[src/rtl/kron_d2_scheduler.sv]
// kron_d2_scheduler: arbitrates two requesters onto one fixed-latency masked zero-test unit.
// Build option KRON_PRIO_EN: fixed priority (req0 wins) instead of round-robin arbitration.
module kron_d2_scheduler #(
    parameter int KRON_LAT = 3,
    parameter int TAG_W    = 4
) (
    input  logic             clk,
    input  logic             rst_n,
    input  logic             req0_valid,
    output logic             req0_ready,
    input  logic [23:0]      req0_data,
    input  logic [TAG_W-1:0] req0_tag,
    input  logic             req1_valid,
    output logic             req1_ready,
    input  logic [23:0]      req1_data,
    input  logic [TAG_W-1:0] req1_tag,
    input  logic [12:0]      rnd_in,
    input  logic             rnd_valid,
    input  logic             halt,
    output logic             idle,
    output logic             rnd_err,
    output logic [23:0]      kron_inp,
    output logic [12:0]      kron_rnd,
    input  logic [2:0]       kron_out,
    output logic             resp_valid,
    output logic             resp_id,
    output logic [TAG_W-1:0] resp_tag,
    output logic [2:0]       resp_out
);
    localparam int CW = $clog2(KRON_LAT + 2);

    typedef enum logic [1:0] {FLUSH, RUN, DRAIN, HALTED} state_t;

    state_t                       state_q;
    logic [CW-1:0]                flush_q;
    logic [CW-1:0]                cnt_q, cnt_d;
    logic                         gnt, sel;
    logic [KRON_LAT:0]            v_q, id_q;
    logic [KRON_LAT:0][TAG_W-1:0] tag_q;
`ifndef KRON_PRIO_EN
    logic                         last_q;
`endif

    // Grant decision and requester select (sel=1 picks req1); rst_n keeps readies low during reset
    always_comb begin
        gnt = rst_n && state_q == RUN && !halt && rnd_valid && (req0_valid || req1_valid);
`ifdef KRON_PRIO_EN
        sel = !req0_valid;
`else
        sel = (req0_valid && req1_valid) ? !last_q : req1_valid;
`endif
        req0_ready = gnt && !sel;
        req1_ready = gnt && sel;
        cnt_d = cnt_q + CW'(gnt) - CW'(v_q[KRON_LAT]);
    end

    // Control FSM: flush the unreset unit pipeline, run, drain on halt, park until halt drops
    always_ff @(posedge clk) begin
        if (!rst_n) begin
            state_q <= FLUSH;
            flush_q <= '0;
            idle    <= 1'b0;
        end else begin
            case (state_q)
                FLUSH: begin
                    flush_q <= flush_q + 1'b1;
                    if (flush_q == CW'(KRON_LAT - 1)) state_q <= halt ? DRAIN : RUN;
                end
                RUN: if (halt) state_q <= DRAIN;
                DRAIN: if (cnt_q == '0) begin
                    state_q <= HALTED;
                    idle    <= 1'b1;
                end
                HALTED: if (!halt) begin
                    state_q <= RUN;
                    idle    <= 1'b0;
                end
            endcase
        end
    end

`ifndef KRON_PRIO_EN
    // Round-robin pointer remembers the last granted requester; reset makes req0 win first
    always_ff @(posedge clk) begin
        if (!rst_n) last_q <= 1'b1;
        else if (gnt) last_q <= sel;
    end
`endif

    // Datapath: unit operand/randomness, tag pipeline aligned with unit latency, in-flight count, response
    always_ff @(posedge clk) begin
        if (!rst_n) begin
            kron_inp   <= '0;
            kron_rnd   <= '0;
            v_q        <= '0;
            id_q       <= '0;
            tag_q      <= '0;
            cnt_q      <= '0;
            rnd_err    <= 1'b0;
            resp_valid <= 1'b0;
            resp_id    <= 1'b0;
            resp_tag   <= '0;
            resp_out   <= '0;
        end else begin
            if (gnt) kron_inp <= sel ? req1_data : req0_data;
            if (rnd_valid) kron_rnd <= rnd_in;
            v_q   <= {v_q[KRON_LAT-1:0], gnt};
            id_q  <= {id_q[KRON_LAT-1:0], sel};
            tag_q <= {tag_q[KRON_LAT-1:0], sel ? req1_tag : req0_tag};
            cnt_q <= cnt_d;
            if (!rnd_valid && cnt_q != '0) rnd_err <= 1'b1;
            resp_valid <= v_q[KRON_LAT];
            if (v_q[KRON_LAT]) begin
                resp_id  <= id_q[KRON_LAT];
                resp_tag <= tag_q[KRON_LAT];
                resp_out <= kron_out;
            end
        end
    end
endmodule

[config.mk]
export PLATFORM = sky130hd
export DESIGN_NAME = kron_d2_scheduler
export DESIGN_NICKNAME = d
export VERILOG_FILES = /design/src/rtl/kron_d2_scheduler.sv
export SDC_FILE = /design/constraint.sdc
export NUM_CORES = 1
export LEC_CHECK = 0
export CORE_ASPECT_RATIO = 1.2
export CORE_UTILIZATION = 39
export DETAILED_ROUTE_END_ITERATION = 10
export GPL_ROUTABILITY_DRIVEN = 0
export PLACE_DENSITY = 0.76
export SLEW_MARGIN = 40
export SYNTH_ARGS = -nofsm -noshare
export SYNTH_HDL_FRONTEND = slang
export SYNTH_SLANG_ARGS = --single-unit
[constraint.sdc]
create_clock -name clk -period 2.6 [get_ports clk]
set_input_delay 0.39 -clock clk [delete_from_list [all_inputs] [get_ports clk]]
set_output_delay 0.39 -clock clk [all_outputs]
set_load 0.005 [all_outputs]
==> results of run 1 <==
[per-stage QoR]
stage	power, mW	hold slack (ps)	utilization (%)
2_1_floorplan	1.73	412	-
3_3_place_gp	1.96	414	57.1
3_5_place_dp	1.98	419	57.1
4_1_cts	2.77	432	59.1
5_1_grt	2.89	444	59.1
6_report	2.72	430	59.1
[worst paths after layout]
path	startpoint	end	slack, ps	depth (start not counted)
worst min register to register	id_q[0]	id_q[1]	430	1
worst max-delay path	state_q[1]	req1_ready	220	7
worst max register to register	state_q[1]	cnt_q[2]	370	11
worst min-delay path	id_q[0]	id_q[1]	430	1
[cell type report]
class	count	share of cell area, %
flip-flops and latches	81	33.6
multi-input cells	219	30.8
repair buffers	139	28.5
clock inverters	5	0.701
inverters	10	0.779
well taps	114	2.96
clock buffers	10	2.65
[worst register-to-register path, cell delays in order (launching register included)]
cell	delay, ps
dfxtp_1	340
inv_1	100
ha_1	160
and4b_1	230
and2_4	160
inv_2	40
ha_1	260
inv_1	40
ha_1	180
fa_1	370
xnor2_1	170
nor2_1	50
[power by group through the flow]
stage / Combinational (mW) / Sequential [mW] / Clock [mW]
3_5_place_dp: 0.587 / 1.40 / 0
4_1_cts: 0.591 / 1.37 / 0.810
5_1_grt: 0.650 / 1.38 / 0.861
2_1_floorplan: 0.336 / 1.39 / 0
3_3_place_gp: 0.567 / 1.39 / 0
6_report: 0.583 / 1.37 / 0.771
[routing by layer]
layer  vias up  part of all wire, %
met5         -                    0
met4         0                  1.3
met3         9                  8.3
met2       104                   49
met1      1294                   42
li1       1382                    -
[cells in the mapped netlist, drive strengths merged]
cell type   n
mux2        1
a311oi     24
fa          1
mux2i      24
or3         1
or2         1
and4b       1
nand2b      2
inv        10
a21boi      2
xnor2       3
clkbuf     17
a21bo       1
dfxtp      81
buf        10
a21oi      29
ha          9
o22ai       1
a21o        1
o21ai       1
nand2      61
xor2        1
nor2       29
a211o       1
and2       22
o311ai      1
a221o       1
a211oi      1
[state kept, by name, summed over array words and instances (netlist names), 2 cells and up]
signal / flops
tag_q: 16
resp_out: 3
flush_q: 3
id_q: 4
resp_tag: 4
v_q: 4
kron_inp: 24
kron_rnd: 13
cnt_q: 3
state_q: 2
[logic make-up after synthesis]
logic type / count (synthesis) / share of synthesized area (%)
mux: 25 / 7.65
simple gates: 117 / 15.6
flops: 81 / 49.3
compound gates: 63 / 16.6
buf+inv: 37 / 5.74
xor+xnor: 4 / 1.07
fa+ha+maj: 10 / 4.03
==> qor.csv, run 1 <==
metric,value,unit
worstSetupPathType,flip-flop to primary output,
dp_slack,61.0,ps
crit_slowest_cell,clkdlybuf4s50_1,
syn_area_per_cell,9.76,sq um
dpl.hpwl,5210,um
p_leak,1.83,nW
drive_gt1_share,10.8,%
p_int,1.99,mW
switchingPower,0.732,mW
path_buf_inv,3,
stdcell_count,578,
met2_usage,29.8,%
max_freq,420,MHz
drt_iter0_drc,72,
grt_pass1_vias,2696,
multi_input_area,1480,sq um
start_util,40.3,%
seqPwrFrac,50.2,%
wire_per_inst,12.6,um
vias,2789,
yosysSeqAreaShare,49.3,%
clk_latency,350,ps
worst-path-max-fanout,4,
routed_wl,7280,um
crit_chain,inv_1 > ha_1 > and4b_1 > and2_4 > inv_2 > nor2_1 > clkdlybuf4s50_1,
required,2210,ps
gr-usage-met3,6.81,%
antennaDiodeCount,0,
fill_cells,721,
clkPwrFrac,28.4,%
cts_buffers,9,
path_clk_slew,80,ps
ys_ff_latch,81,
nets,548,
viasPerCell,4.83,
synthTopCellsByArea,"dfxtp_1 49%, a311oi_2 8.2%, mux2i_1 7.3%",
cpPeakStageDelay,500,ps
dr.pass1.iters,4,
dp_cells,563,
pwr-share-comb,21.4,%
final_cell_mix,"127 x clkdlybuf4s50_1, 81 x dfxtp_1, 61 x nand2_1",
dieArea,8810,sq um
core,8150,sq um
htree_levels,3,
cts_tree,built,
pwr_density_cell,564,nW/um^2
grt_max_degree,30,
period_minus_slack,2380,ps
ctsLongestPathBuffers,2,
finalCritPeriodShare,91.5,%
syn_area,3290,sq um
placed_area,4660,sq um
clockRootBuffer,clkbuf_8,
hold_buffers,0,
tightest_slew,365,ps
area_growth,46.5,%
ant_nets,0,
finalWorstSetupSlack,220,ps
timing_hold_violations_final,0,
drc,0,
worst_hold_path_type,flip-flop to flip-flop,
postCtsResizedCells,0,
boundaryPins,128,
endpoint_kind,primary output,
outcome,completed,
final.setup_skew,7.07,ps
critPathArrivalTime,1990,ps
synth_fp_nets,425,
layout_commonest_cell,clkdlybuf4s50_1,
ys_warn_count,0,
die_x,85.8,um
synth_cells,337,
max_slew_margin,75.7,%
overflow,0,
rows,36,
clock-sinks,81,
grt_first_pass_wirelength,12200,um
seq_area,1620,sq um
port_buffers,127,
postCtsSetupRepairBufs,0,
cap_violations,0,
synth_top_area_share,49.3,%
crit_family,buffers and inverters,
die_h,103,um
synth_area_leader_cell,dfxtp_1,
grt.busiest_layer,met2,
ir_worst_vdd,250,uV
switching_share,26.9,%
grtUsageTotal,17.7,%
grt_antenna_before_repair,0,
slew_violations,0,
rsz0062_at_grt,false,
startpoint_type,flip-flop,
fin_tns_setup,0,ps
netlist-cell-type-count,34,
setup_violations,0,
met1_usage,20.1,%
fin_area,4820,sq um
Note: power is estimated with default switching activity, not from simulation.
==> run 2: changes to the inputs <==
- CORE_UTILIZATION: 39 -> 56
- DONT_BUFFER_PORTS: unset -> 1
- PLACE_DENSITY: 0.76 -> 0.74
==> run 2 against run 1 <==
Compared with the run above: register-to-register slack about the same; routed wire length down 19%; count of clock-buffer cells in the layout shrank 1; critical endpoint is now cnt_q[2]; highest routed layer unchanged.
==> qor.csv, run 2 (same netlist as run 1, synthesis figures left out) <==
metric,value,unit,change
timing_hold_violations_final,0,,unchanged
area_growth,6.31,%,was 46.5%
switching_share,27.0,%,was 26.9%
clkPwrFrac,34.2,%,was 28.4%
worst_hold_path_type,primary input to flip-flop,,was flip-flop to flip-flop
pwr-share-comb,14.2,%,was 21.4%
pwr_density_cell,762,nW/um^2,was 564 nW/um^2
worst_path_most_repeated_cell,ha_1,,
top_register,kron_inp,,unchanged
viasPerCell,5.48,,was 4.83
grt_antenna_before_repair,0,,unchanged
outcome,completed,,unchanged
finalCritPeriodShare,86.2,%,was 91.5%
final.setup_skew,10.4,ps,was 7.07 ps
crit_chain,inv_1 > ha_1 > and4b_1 > and2_4 > inv_2 > ha_1 > inv_1 > ha_1 > fa_1 > xnor2_1 > nor2_1,,was inv_1 > ha_1 > and4b_1 > and2_4 > inv_2 > nor2_1 > clkdlybuf4s50_1
max_slew_margin,52.6,%,was 75.7%
port_buffers,0,,was 127
ant_nets,0,,unchanged
p_leak,1.35,nW,was 1.83 nW
antennaDiodeCount,0,,unchanged
grtUsageTotal,19.8,%,was 17.7%
tightest_slew,709,ps,was 365 ps
worst-path-max-fanout,4,,unchanged
cap_violations,0,,unchanged
worstSetupPathType,flip-flop to flip-flop,,was flip-flop to primary output
cts_tree,built,,unchanged
grt_first_pass_wirelength,9350,um,"was 12,200 um"
boundaryPins,128,,unchanged
period_minus_slack,2240,ps,was 2380 ps
required,2810,ps,was 2210 ps
finalWorstSetupSlack,360,ps,was 220 ps
die_h,86.0,um,was 103 um
hold_buffers,0,,unchanged
drive_gt1_share,14.1,%,was 10.8%
rows,30,,was 36
endpoint_kind,flip-flop,,was primary output
critPathArrivalTime,2450,ps,was 1990 ps
p_total,2.66,mW,was 2.72 mW
switchingPower,0.720,mW,was 0.732 mW
grt_max_degree,31,,was 30
path_clk_slew,90,ps,was 80 ps
grt_pass1_vias,2163,,"was 2,696"
clockRootBuffer,clkbuf_8,,unchanged
ctsLongestPathBuffers,2,,unchanged
clock-sinks,81,,unchanged
start_util,58.0,%,was 40.3%
crit_slowest_cell,fa_1,,was clkdlybuf4s50_1
p_int,1.94,mW,was 1.99 mW
final_cell_mix,"81 x dfxtp_1, 61 x nand2_1, 29 x nor2_1, 29 x a21oi_1, 24 x mux2i_1",,"was 127 x clkdlybuf4s50_1, 81 x dfxtp_1, 61 x nand2_1"
postCtsResizedCells,0,,unchanged
cpPeakStageDelay,380,ps,was 500 ps
core,5670,sq um,was 8150 sq um
rsz0062_at_grt,false,,unchanged
ir_worst_vdd,345,uV,was 250 uV
max_freq,446,MHz,was 420 MHz
drt_iter0_drc,79,,was 72
slew_violations,0,,unchanged
overflow,0,,unchanged
postCtsSetupRepairBufs,0,,unchanged
layout_commonest_cell,dfxtp_1,,was clkdlybuf4s50_1
vias,2262,,"was 2,789"
routed_wl,5870,um,was 7280 um
cts_buffers,9,,unchanged
fin_tns_setup,0,ps,unchanged
drc,0,,unchanged
dpl.hpwl,3970,um,was 5210 um
htree_levels,3,,unchanged
dr.pass1.iters,4,,unchanged
startpoint_type,flip-flop,,unchanged
clk_latency,350,ps,about the same
dieArea,6190,sq um,was 8810 sq um
dp_slack,365,ps,was 61.0 ps
setup_violations,0,,unchanged
seqPwrFrac,51.6,%,was 50.2%
nets,416,,was 548
top_regs,"kron_inp x24, tag_q x16, kron_rnd x13",,unchanged
die_x,72.0,um,was 85.8 um
largest_reg_flops,24,,unchanged
wire_per_inst,14.2,um,was 12.6 um
==> run 2: cell count changes in the layout (fill, tap and decap cells not counted), sizes merged <==
| cell | change |
|---|---|
| inv | +2 |
| buf | -5 |
| bufinv | +1 |
| clkbuf | -1 |
| clkinv | -1 |
| clkdlybuf4s50 | -127 |
==> run 2: worst max-delay path, delay by kind of cell, from the launching register on <==
kind	cells	cell delay (ps)
DFF	1	340
xor gates and xnor gates	1	160
adders and majority gates	4	980
and+or+nand+nor	3	440
buffers and inverters	3	190
==> run 2: worst paths after layout <==
path                            startpoint         to  slack (ps)  depth (start not counted)
worst min-delay path                 rst_n  tag_q[10]         160                          1
worst max register to register  state_q[1]   cnt_q[2]         360                         11
worst min register to register     id_q[0]    id_q[1]         440                          1
worst max-delay path            state_q[1]   cnt_q[2]         360                         11
==> run 2: area by class of cell <==
cell class                 instances  area (sq um)
fill                             486          2170
sequential                        81          1620
multi-input combinational        219          1480
clock buffer                       9           124
tap                               80           100
clock inverter                     7          78.8
timing repair buffer               7          52.6
inverter                          10          37.5
==> run 2: power groups by stage <==
| stage | clock, mW | combinational, mW | sequential [mW] |
|---|---|---|---|
| global route | 1.00 | 0.429 | 1.39 |
| global placement | 0 | 0.369 | 1.40 |
| finish | 0.911 | 0.378 | 1.37 |
| floorplan | 0 | 0.336 | 1.39 |
| CTS | 0.942 | 0.380 | 1.38 |
| detailed placement | 0 | 0.378 | 1.40 |
==> run 2: stage by stage <==
stage	instances	area, sq um	util, %	hold slack (ps)
floorplan	337	3290	-	412
global placement	397	3290	58.1	413
detailed placement	397	3290	58.1	417
CTS	413	3500	61.7	144
global route	413	3500	61.7	132
finish	413	3500	61.7	158
==> run 2: metal layers <==
metal	vias to the layer above	part of all wire [%]	GRT usage [%]
met5	-	0	0
met4	0	1.2	9.09
met3	7	8.1	7.87
met2	99	48	34.6
met1	1037	42	20.5
li1	1119	-	-
